<file path="src/rtl/ascii2bcd_parser_if.sv">
// ascii2bcd_parser_if
//   Character-in / number-out bundle for the ASCII-to-BCD line parser.
//
//   Signals:
//     ascii_in    [6:0]        received character code
//     ascii_valid              ascii_in is valid this cycle (one char per cycle)
//     bcd_out     [4*DIGITS-1:0] parsed digits, right-aligned
//     dp_pos      [2:0]        digits after the decimal point
//     digit_cnt   [2:0]        number of digits held in bcd_out
//     done                     one-cycle pulse: new number published
//     err                      one-cycle pulse: malformed line discarded
//     busy                     a line is in progress
//
//   Modports:
//     master : character source / result consumer
//     slave  : the parser itself
interface ascii2bcd_parser_if #(
  parameter int DIGITS = 4
);
  logic [6:0]          ascii_in;
  logic                ascii_valid;
  logic [4*DIGITS-1:0] bcd_out;
  logic [2:0]          dp_pos;
  logic [2:0]          digit_cnt;
  logic                done;
  logic                err;
  logic                busy;

  modport master (
    output ascii_in,
    output ascii_valid,
    input  bcd_out,
    input  dp_pos,
    input  digit_cnt,
    input  done,
    input  err,
    input  busy
  );

  modport slave (
    input  ascii_in,
    input  ascii_valid,
    output bcd_out,
    output dp_pos,
    output digit_cnt,
    output done,
    output err,
    output busy
  );
endinterface

</file>
<file path="src/rtl/ascii2bcd_parser.sv">
// ascii2bcd_parser
//   Turns a typed line of ASCII characters (digits, an optional decimal
//   point, blanks, CR/LF terminator) into right-aligned packed BCD digits
//   plus the count of fractional digits. A finished line publishes the
//   number with a one-cycle done pulse; a malformed line is swallowed up to
//   its terminator and reported with a one-cycle err pulse. Published
//   outputs only change together with done.
//
//   Ports:
//     clk  - system clock
//     rst  - synchronous reset, active-high (abandons any line, no pulse)
//     bus  - ascii2bcd_parser_if.slave (ascii_in/ascii_valid in;
//            bcd_out/dp_pos/digit_cnt/done/err/busy out)
//
//   Parameters:
//     DIGITS - maximum digits per number (1..7), bcd_out is 4*DIGITS wide
//
//   Build option:
//     ASCII_BS_EN - when defined, backspace (0x08) edits the line being
//                   typed; when undefined, 0x08 is an illegal character.
module ascii2bcd_parser #(
  parameter int DIGITS = 4
) (
  input  logic              clk,
  input  logic              rst,
  ascii2bcd_parser_if.slave bus
);

  localparam int         W        = 4 * DIGITS;
  localparam logic [2:0] DIGITS_C = 3'(DIGITS);

  typedef enum logic [1:0] {
    ST_IDLE,
    ST_DIGITS,
    ST_ERROR
  } state_t;

  typedef enum logic [2:0] {
    C_DIGIT,
    C_DOT,
    C_TERM,
    C_SPACE,
    C_BS,
    C_ILLEGAL
  } char_class_t;

  state_t      state_reg;
  logic [W-1:0] work_buf_reg;
  logic [2:0]  work_cnt_reg;
  logic [2:0]  frac_cnt_reg;
  logic        dp_seen_reg;

  logic [W-1:0] bcd_reg;
  logic [2:0]  dp_pos_reg;
  logic [2:0]  digit_cnt_reg;
  logic        done_reg;
  logic        err_reg;

  char_class_t char_class;
  logic [W-1:0] buf_shl;

  // ---------------------------------------------------------------------
  // Character classification
  // ---------------------------------------------------------------------
  always_comb begin
    char_class = C_ILLEGAL;
    if (bus.ascii_in >= 7'h30 && bus.ascii_in <= 7'h39) begin
      char_class = C_DIGIT;
    end else if (bus.ascii_in == 7'h2E) begin
      char_class = C_DOT;
    end else if (bus.ascii_in == 7'h0D || bus.ascii_in == 7'h0A) begin
      char_class = C_TERM;
    end else if (bus.ascii_in == 7'h20) begin
      char_class = C_SPACE;
    end
`ifdef ASCII_BS_EN
    else if (bus.ascii_in == 7'h08) begin
      char_class = C_BS;
    end
`endif
  end

  // ---------------------------------------------------------------------
  // Nibble shifters for the working buffer.
  // Left shift appends the incoming digit (low nibble of its ASCII code)
  // as the new least significant digit.
  // ---------------------------------------------------------------------
  assign buf_shl[3:0] = bus.ascii_in[3:0];

  for (genvar gi = 1; gi < DIGITS; gi++) begin : g_shl
    assign buf_shl[4*gi +: 4] = work_buf_reg[4*(gi-1) +: 4];
  end

`ifdef ASCII_BS_EN
  // Right shift drops the last typed digit.
  logic [W-1:0] buf_shr;

  assign buf_shr[W-1 -: 4] = 4'h0;

  for (genvar gi = 1; gi < DIGITS; gi++) begin : g_shr
    assign buf_shr[4*(gi-1) +: 4] = work_buf_reg[4*gi +: 4];
  end
`endif

  // ---------------------------------------------------------------------
  // Line FSM with registered results
  // ---------------------------------------------------------------------
  always_ff @(posedge clk) begin
    if (rst) begin
      state_reg     <= ST_IDLE;
      work_buf_reg  <= '0;
      work_cnt_reg  <= '0;
      frac_cnt_reg  <= '0;
      dp_seen_reg   <= 1'b0;
      bcd_reg       <= '0;
      dp_pos_reg    <= '0;
      digit_cnt_reg <= '0;
      done_reg      <= 1'b0;
      err_reg       <= 1'b0;
    end else begin
      // Pulses last exactly one cycle.
      done_reg <= 1'b0;
      err_reg  <= 1'b0;

      if (bus.ascii_valid) begin
        unique case (state_reg)
          ST_IDLE: begin
            case (char_class)
              C_DIGIT: begin
                work_buf_reg <= W'(bus.ascii_in[3:0]);
                work_cnt_reg <= 3'd1;
                state_reg    <= ST_DIGITS;
              end
              C_DOT: begin
                dp_seen_reg <= 1'b1;
                state_reg   <= ST_DIGITS;
              end
              // Blank lines and stray blanks are ignored; a backspace
              // with nothing typed has nothing to edit.
              C_TERM, C_SPACE, C_BS: ;
              default: state_reg <= ST_ERROR;
            endcase
          end

          ST_DIGITS: begin
            case (char_class)
              C_DIGIT: begin
                if (work_cnt_reg == DIGITS_C) begin
                  state_reg <= ST_ERROR;
                end else begin
                  work_buf_reg <= buf_shl;
                  work_cnt_reg <= work_cnt_reg + 3'd1;
                  if (dp_seen_reg) begin
                    frac_cnt_reg <= frac_cnt_reg + 3'd1;
                  end
                end
              end

              C_DOT: begin
                if (dp_seen_reg) begin
                  state_reg <= ST_ERROR;
                end else begin
                  dp_seen_reg <= 1'b1;
                end
              end

              C_TERM: begin
                // A line consisting of only a dot carries no number.
                if (work_cnt_reg != 3'd0) begin
                  bcd_reg       <= work_buf_reg;
                  digit_cnt_reg <= work_cnt_reg;
                  dp_pos_reg    <= frac_cnt_reg;
                  done_reg      <= 1'b1;
                end else begin
                  err_reg <= 1'b1;
                end
                state_reg    <= ST_IDLE;
                work_buf_reg <= '0;
                work_cnt_reg <= '0;
                frac_cnt_reg <= '0;
                dp_seen_reg  <= 1'b0;
              end

`ifdef ASCII_BS_EN
              C_BS: begin
                if (dp_seen_reg && frac_cnt_reg == 3'd0) begin
                  // Undo the dot before touching any digit.
                  dp_seen_reg <= 1'b0;
                end else if (work_cnt_reg != 3'd0) begin
                  work_buf_reg <= buf_shr;
                  work_cnt_reg <= work_cnt_reg - 3'd1;
                  if (dp_seen_reg) begin
                    frac_cnt_reg <= frac_cnt_reg - 3'd1;
                  end
                end
              end
`endif

              default: state_reg <= ST_ERROR;
            endcase
          end

          ST_ERROR: begin
            // Everything up to the terminator is discarded; published
            // outputs keep the last good number.
            if (char_class == C_TERM) begin
              err_reg      <= 1'b1;
              state_reg    <= ST_IDLE;
              work_buf_reg <= '0;
              work_cnt_reg <= '0;
              frac_cnt_reg <= '0;
              dp_seen_reg  <= 1'b0;
            end
          end

          default: state_reg <= ST_IDLE;
        endcase
      end
    end
  end

  assign bus.bcd_out   = bcd_reg;
  assign bus.dp_pos    = dp_pos_reg;
  assign bus.digit_cnt = digit_cnt_reg;
  assign bus.done      = done_reg;
  assign bus.err       = err_reg;
  assign bus.busy      = (state_reg != ST_IDLE);

endmodule
</file>
<file path="src/flat_wrapper.sv">
// flat-port wrapper written by rule: the top's interface ports become plain ports
module ascii2bcd_parser_flat 
#(
  parameter int DIGITS = 4
)
  (clk, rst, bus_ascii_in, bus_ascii_valid, bus_bcd_out, bus_dp_pos, bus_digit_cnt, bus_done, bus_err, bus_busy);
  ascii2bcd_parser_if #(.DIGITS(DIGITS)) bus_i ();
  input  logic clk;
  input  logic rst;
  input wire logic [$bits(bus_i.ascii_in)-1:0] bus_ascii_in;
  input wire logic [$bits(bus_i.ascii_valid)-1:0] bus_ascii_valid;
  output wire logic [$bits(bus_i.bcd_out)-1:0] bus_bcd_out;
  output wire logic [$bits(bus_i.dp_pos)-1:0] bus_dp_pos;
  output wire logic [$bits(bus_i.digit_cnt)-1:0] bus_digit_cnt;
  output wire logic [$bits(bus_i.done)-1:0] bus_done;
  output wire logic [$bits(bus_i.err)-1:0] bus_err;
  output wire logic [$bits(bus_i.busy)-1:0] bus_busy;
  assign bus_i.ascii_in = bus_ascii_in;
  assign bus_i.ascii_valid = bus_ascii_valid;
  assign bus_bcd_out = bus_i.bcd_out;
  assign bus_dp_pos = bus_i.dp_pos;
  assign bus_digit_cnt = bus_i.digit_cnt;
  assign bus_done = bus_i.done;
  assign bus_err = bus_i.err;
  assign bus_busy = bus_i.busy;
  ascii2bcd_parser #(.DIGITS(DIGITS)) u_core (.clk(clk), .rst(rst), .bus(bus_i));
endmodule
</file>
<file path="config.mk">
export PLATFORM = sky130hd
export DESIGN_NAME = ascii2bcd_parser_flat
export DESIGN_NICKNAME = d
export VERILOG_FILES = /design/src/rtl/ascii2bcd_parser_if.sv /design/src/rtl/ascii2bcd_parser.sv /design/src/flat_wrapper.sv
export SDC_FILE = /design/constraint.sdc
export NUM_CORES = 1
export LEC_CHECK = 0
export ABC_AREA = 0
export CORE_MARGIN = 10
export CORE_UTILIZATION = 35
export CTS_BUF_LIST = sky130_fd_sc_hd__clkbuf_4 sky130_fd_sc_hd__clkbuf_8
export DETAILED_ROUTE_END_ITERATION = 12
export GPL_TIMING_DRIVEN = 0
export MAX_ROUTING_LAYER = met4
export PLACE_DENSITY = 0.68
export SLEW_MARGIN = 30
export SYNTH_ARGS = -nofsm -noshare
export SYNTH_HDL_FRONTEND = slang
export SYNTH_SLANG_ARGS = --single-unit
</file>
<file path="constraint.sdc">
create_clock -name clk -period 6.05 [get_ports clk]
set_input_delay 0.605 -clock clk [delete_from_list [all_inputs] [get_ports clk]]
set_output_delay 0.605 -clock clk [all_outputs]
set_load 0.02 [all_outputs]
</file>
-- Yosys cells after proc, flatten, opt, wreduce, memory -nomap -nowiden
Index checks and enable logic that the tools add are counted.
- register bits: 49
- latch bits: 0
- RAM bits: 0
- memory bits (read-only): 0
- output and inout port bits: 25
- word-level logic and storage cells: 88
- memories kept: 0
- add/sub/neg operators: 2
- multiply operators: 0
- div/mod/pow operators: 0
- order comparisons: 2
- equality and inequality tests: 21
- shift operators: 0
- muxes and demuxes: 33
- bitwise logic cells: 3
- reduce and logical (&&, ||, !) cells: 17
- operators by type and width (operator ; number):
    $mux W16 ; 3
    $pmux W16 S3 ; 1
    $pmux W16 S2 ; 1
    $mux W3 ; 9
    $pmux W3 S2 ; 3
    $ne A3 B2 Y1 const B ; 5
    $eq A7 B4 Y1 const B ; 2
    $eq A7 B6 Y1 const B ; 2
    $pmux W2 S3 ; 2
    $reduce_and A6 Y1 ; 2
    $reduce_and A5 Y1 ; 2
    $pmux W3 S3 ; 1
    $ge A7 B6 Y1 const B ; 1
    $le A7 B6 Y1 const B ; 1
    $add A3 B1 Y3 const B ; 2
    $eq A3 B2 Y1 const B ; 2
    $eq A3 B3 Y1 const B ; 2
    $mux W1 ; 6
    $mux W2 ; 3
    $ne A2 B1 Y1 const B ; 3
    $reduce_bool A3 Y1 ; 2
    $pmux W1 S2 ; 2
    $pmux W2 S2 ; 1
    $reduce_and A4 Y1 ; 1
    15 further kinds ; 19

-- Longest topological paths before layout
- depth after elaboration: 9
- mapped depth: 10
- depth with buffers taken out: 7

-- Least setup slack after synthesis
Ideal clock, no wire load.
- path kind: reg2reg
- start: reg u_core.state_reg[1]
- end: reg u_core.work_buf_reg[10]
- arrival time: 2.074 ns
- setup slack: 3.855 ns
- stages on the path, launching flop included: 10
- buffers on the path: 2
- cells stage by stage: dfxtp_1 -> inv_1 -> ha_1 -> buf_4 -> and3_1 -> a31o_1 -> a311o_1 -> buf_6 -> nor2_1 -> mux2_2
- word-level cells in the longest chain between the ends: 3
- elaborated cells on any way between the ends: 10
- classes of those cells: eq/ne (6); mux (1); reduce/logical (3)
- RTL lines (item ; line ; RTL):
    from (decl) ; ascii2bcd_parser.sv:47 ; state_t state_reg;
    from (signal assigned) ; ascii2bcd_parser.sv:110 ; state_reg <= ST_IDLE;
    from (signal assigned) ; ascii2bcd_parser.sv:132 ; state_reg <= ST_DIGITS;
    from (signal assigned) ; ascii2bcd_parser.sv:136 ; state_reg <= ST_DIGITS;
    $eq A2 B1 Y1, or another cell as far along ; ascii2bcd_parser.sv:126 ; unique case (state_reg)
    $ne A3 B3 Y1 (no source line), or another cell as far along ; -- ;
    $reduce_and A6 Y1 (no source line) ; -- ;
    to (signal assigned) ; ascii2bcd_parser.sv:130 ; work_buf_reg <= W'(bus.ascii_in[3:0]);
    to (signal assigned) ; ascii2bcd_parser.sv:151 ; work_buf_reg <= buf_shl;
    to (decl) ; ascii2bcd_parser.sv:48 ; logic [W-1:0] work_buf_reg;
Parallel ways exist; a longest one is shown, timed or not.
A chain may end at the register's enable or synchronous reset.

-- Final worst setup path
- start: in bus_ascii_in[1]
- end: reg u_core.work_buf_reg[13]
- word-level cells in the longest chain between the ends: 8
- elaborated cells on any way between the ends: 21
- classes of those cells: order compare (2); eq/ne (9); mux (6); reduce/logical (4)
- RTL lines (item ; line ; RTL):
    from (decl) ; flat_wrapper.sv:10 ; input wire logic [$bits(bus_i.ascii_in)-1:0] bus_ascii_in;
    $eq A7 B6 Y1 / $eq A7 B4 Y1 (equally long branches) ; ascii2bcd_parser.sv:73, ascii2bcd_parser.sv:71 ;
    $mux W3 / $logic_or A1 B1 Y1 (equally long branches) ; ascii2bcd_parser.sv:73, ascii2bcd_parser.sv:71 ;
    $mux W3 ; ascii2bcd_parser.sv:71 ; end else if (bus.ascii_in == 7'h0D || bus.ascii_in == 7'h0A) begin
    $mux W3 ; ascii2bcd_parser.sv:69 ; end else if (bus.ascii_in == 7'h2E) begin
    $mux W3 (*) ; ascii2bcd_parser.sv:67 ; if (bus.ascii_in >= 7'h30 && bus.ascii_in <= 7'h39) begin
    $eq A3 B2 Y1 / $logic_not A3 Y1 (equally long branches) ; ascii2bcd_parser.sv:146, ascii2bcd_parser.sv:206, ascii2bcd_parser.sv:128 ;
    $pmux W16 S2, or another cell as far along ; ascii2bcd_parser.sv:146 ; case (char_class)
    $pmux W16 S3 / $reduce_and A6 Y1 (equally long branches) ; -- ;
Every way passes the cells marked *; elsewhere a longest branch is shown, timed or not.

==> flow_summary.toml <==
[status]
status = "finished, final reports clean"

[timing]
worst-slew-pin-transition_ns = 0.552
fin_crit_sh = 0.433
fin_setup_tns_ns = 0
fmax_mhz = 381
setup-violations-final = 0
fin_worst_skew_ns = 0.00954
hold_violations = 0
drv_slew = 0
whs_ns = 0.454
period_minus_slack_ns = 2.62
slew_headroom = 0.629
timing.final.ws_setup_ns = 3.43
rsz0062_at_grt = "false"

[synthesis]
synth_area_leaders = "dfxtp_1 43%, nand2_1 11%, a21oi_1 6.4%"
synth_nets = 286
synth_most_common_cell = "nand2_1"
netlist_area_um2 = 2270
synth.top_cell.area_share = 0.432
ys_seq_elements = 49
avgSynthCellArea_um2 = 8.41
syn_inst = 270
synth-main-ff-cell = "dfxtp_1"
synthArstFlopShare = 0
yosysWarnings = 0
synth-edff-count = 0
yosysUniqueCellTypes = 47
yosysTopAreaCell = "dfxtp_1"
synth_seq_area_share = 0.432
synth_top_cells_by_count = "66 x nand2_1, 49 x dfxtp_1, 29 x a21oi_1, 14 x nand3_1, 13 x mux2i_1"

[placement]
hpwl_um = 4240
place_congestion = 0.921
pre_cts_ws_ns = 3.14
placement.io_buffers = 33
post_dp_cell_area_um2 = 2700

[route]
wirelength_um = 5450
route.detailed.drc = 0
dr_wl_met2_um = 2630
antenna_left = 0
highest_layer = "met4"
wl_per_cell_um = 14.1
wl_met3_um = 219
wl_met1_um = 2540
drt-initial-drc-count = 94
drt_first_pass_iters = 4
avgViaCountPerCell = 5.09
vias = 1976

[worst_setup_path]
path_max_fanout = 10
r2r_start = "u_core.state_reg[1]$_SDFFE_PP0P_"
start_kind = "input pin"
timing_worst_setup_path_type = "in2reg"
crit_path_end_kind = "flop"
ff2ff_path_depth = 10
worstPathArrival_ns = 2.87
cp.required_ns = 6.29
worstReg2RegEnd = "u_core.work_buf_reg[13]$_SDFFE_PP0P_"
rrSetupSlack_ns = 3.66

[grt]
grt_pass1_wl_um = 9200
grt_pass1_vias = 1980
grt_max_degree = 17
grt_overflow = 0
track_usage = 0.113
antenna_found_initial = 0

[cts]
cts.path.max_buffers = 2
cts_hold_buf = 0
numClockSinks = 49
cts_resized = 0
clock-root-buffer = "clkbuf_8"
clock_latency_ns = 0.32
cts_buffers = 5
cts.htree.levels = 2
cts_tree = "yes"
postCtsSetupBuffers = 0
clkTransAtPathRegs_ns = 0.10

[power_and_ir_drop]
p_leak_nw = 0.918
power_density_nw_per_um2 = 227
peakVddDrop_mv = 0.156

[worst_hold_path]
timing.hold.worst_path_depth = 2
holdPathEnd = "u_core.bus.bcd_out[15]$_SDFFE_PP0P_"
holdCritStartpoint = "u_core.work_buf_reg[15]$_SDFFE_PP0P_"
min_path_type = "reg2reg"

[cells_and_area]
num_antenna_cells = 0
nNetsFinal = 326
areaGrowthSynthToFinish_pct = 23.9
drive_above_1_share = 0.0868
post-route-cell-area_um2 = 2810

[job]
maxCapViolCount = 0

[floorplan]
fp.dieH_um = 101
start_util = 0.360
fp.coreArea_um2 = 6310
die_width_um = 101
ioPinCount = 35
rows = 29
die_area_um2 = 10100
layout by cell type, fill, tap and decap left out, drive strengths merged, types with 2 or more instances in the layout:
cell type | Yosys | final
a211oi | 2 | 2
a21oi | 29 | 29
a311oi | 2 | 2
a31o | 6 | 6
a31oi | 3 | 3
and3b | 2 | 2
buf | 6 | 6
clkbuf | 11 | 16
clkdlybuf4s50 | 0 | 33
clkinv | 1 | 2
dfxtp | 49 | 49
ha | 6 | 6
inv | 10 | 10
mux2i | 13 | 13
nand2 | 66 | 66
nand3 | 14 | 14
nand4 | 2 | 2
nor2 | 7 | 7
nor2b | 4 | 4
nor3 | 3 | 3
nor4 | 5 | 5
o211ai | 2 | 2
o21ai | 6 | 6
or2 | 3 | 3
or4 | 2 | 2
cell type report:
| type | instances | area, um2 |
|---|---|---|
| buffer | 17 | 101 |
| clock buffer | 5 | 68.8 |
| clock inverter | 3 | 46.3 |
| fill | 660 | 3500 |
| inverter | 11 | 41.3 |
| multi-input combinational | 193 | 1150 |
| sequential | 49 | 981 |
| tap | 77 | 96.3 |
| timing repair buffer | 33 | 330 |
per-layer routing:
layer  vias up  global-route usage
li1       1024                   -
met2        30               0.185
met3         7              0.0240
met1       915               0.134
met4         0              0.0370
met5         -                   -
report_power, final:
group	switching (W)	internal, W	leakage (nW)	total (W)
registers	0.00000303	0.000326	0.395	0.000329
clock network	0.000118	0.000124	0.0543	0.000242
logic	0.0000404	0.0000273	0.468	0.0000677
through the flow:
stage,power [W],instances,utilization
CTS,0.000642,388,0.446
detailed placement,0.000404,380,0.427
floorplan,0.000382,270,-
finish,0.000638,388,0.446
global route,0.000659,388,0.446
global placement,0.000404,380,0.427
critical path: stages:
cell and delay [ns]:
clkdlybuf4s50_1 0.55, and3b_1 0.26, o21a_1 0.29, nor3_1 0.47, clkbuf_1 0.41, nand3_1 0.14
mux2i_1 0.15
cell families after synthesis:
logic type / Yosys count / share of synthesized area
AND/OR/NAND/NOR: 113 / 0.237
AO/OA/AOI/OAI: 60 / 0.172
flip-flops: 49 / 0.432
buffers and inverters: 28 / 0.0628
multiplexers: 14 / 0.0623
adder cells (fa/ha/maj): 6 / 0.0331
worst max-delay path by stage:
| stage | cells past startpoint | to | startpoint |
|---|---|---|---|
| 2_1_floorplan | 9 | u_core.work_buf_reg[10]$_SDFFE_PP0P_ | u_core.state_reg[1]$_SDFFE_PP0P_ |
| 3_3_place_gp | 7 | u_core.work_buf_reg[12]$_SDFFE_PP0P_ | bus_ascii_in[1] |
| 3_5_place_dp | 7 | u_core.work_buf_reg[12]$_SDFFE_PP0P_ | bus_ascii_in[1] |
| 4_1_cts | 7 | u_core.work_buf_reg[12]$_SDFFE_PP0P_ | bus_ascii_in[1] |
| 5_1_grt | 7 | u_core.work_buf_reg[13]$_SDFFE_PP0P_ | bus_ascii_in[1] |
| 6_report | 7 | u_core.work_buf_reg[13]$_SDFFE_PP0P_ | bus_ascii_in[1] |
(Power assumes the default switching activity.)
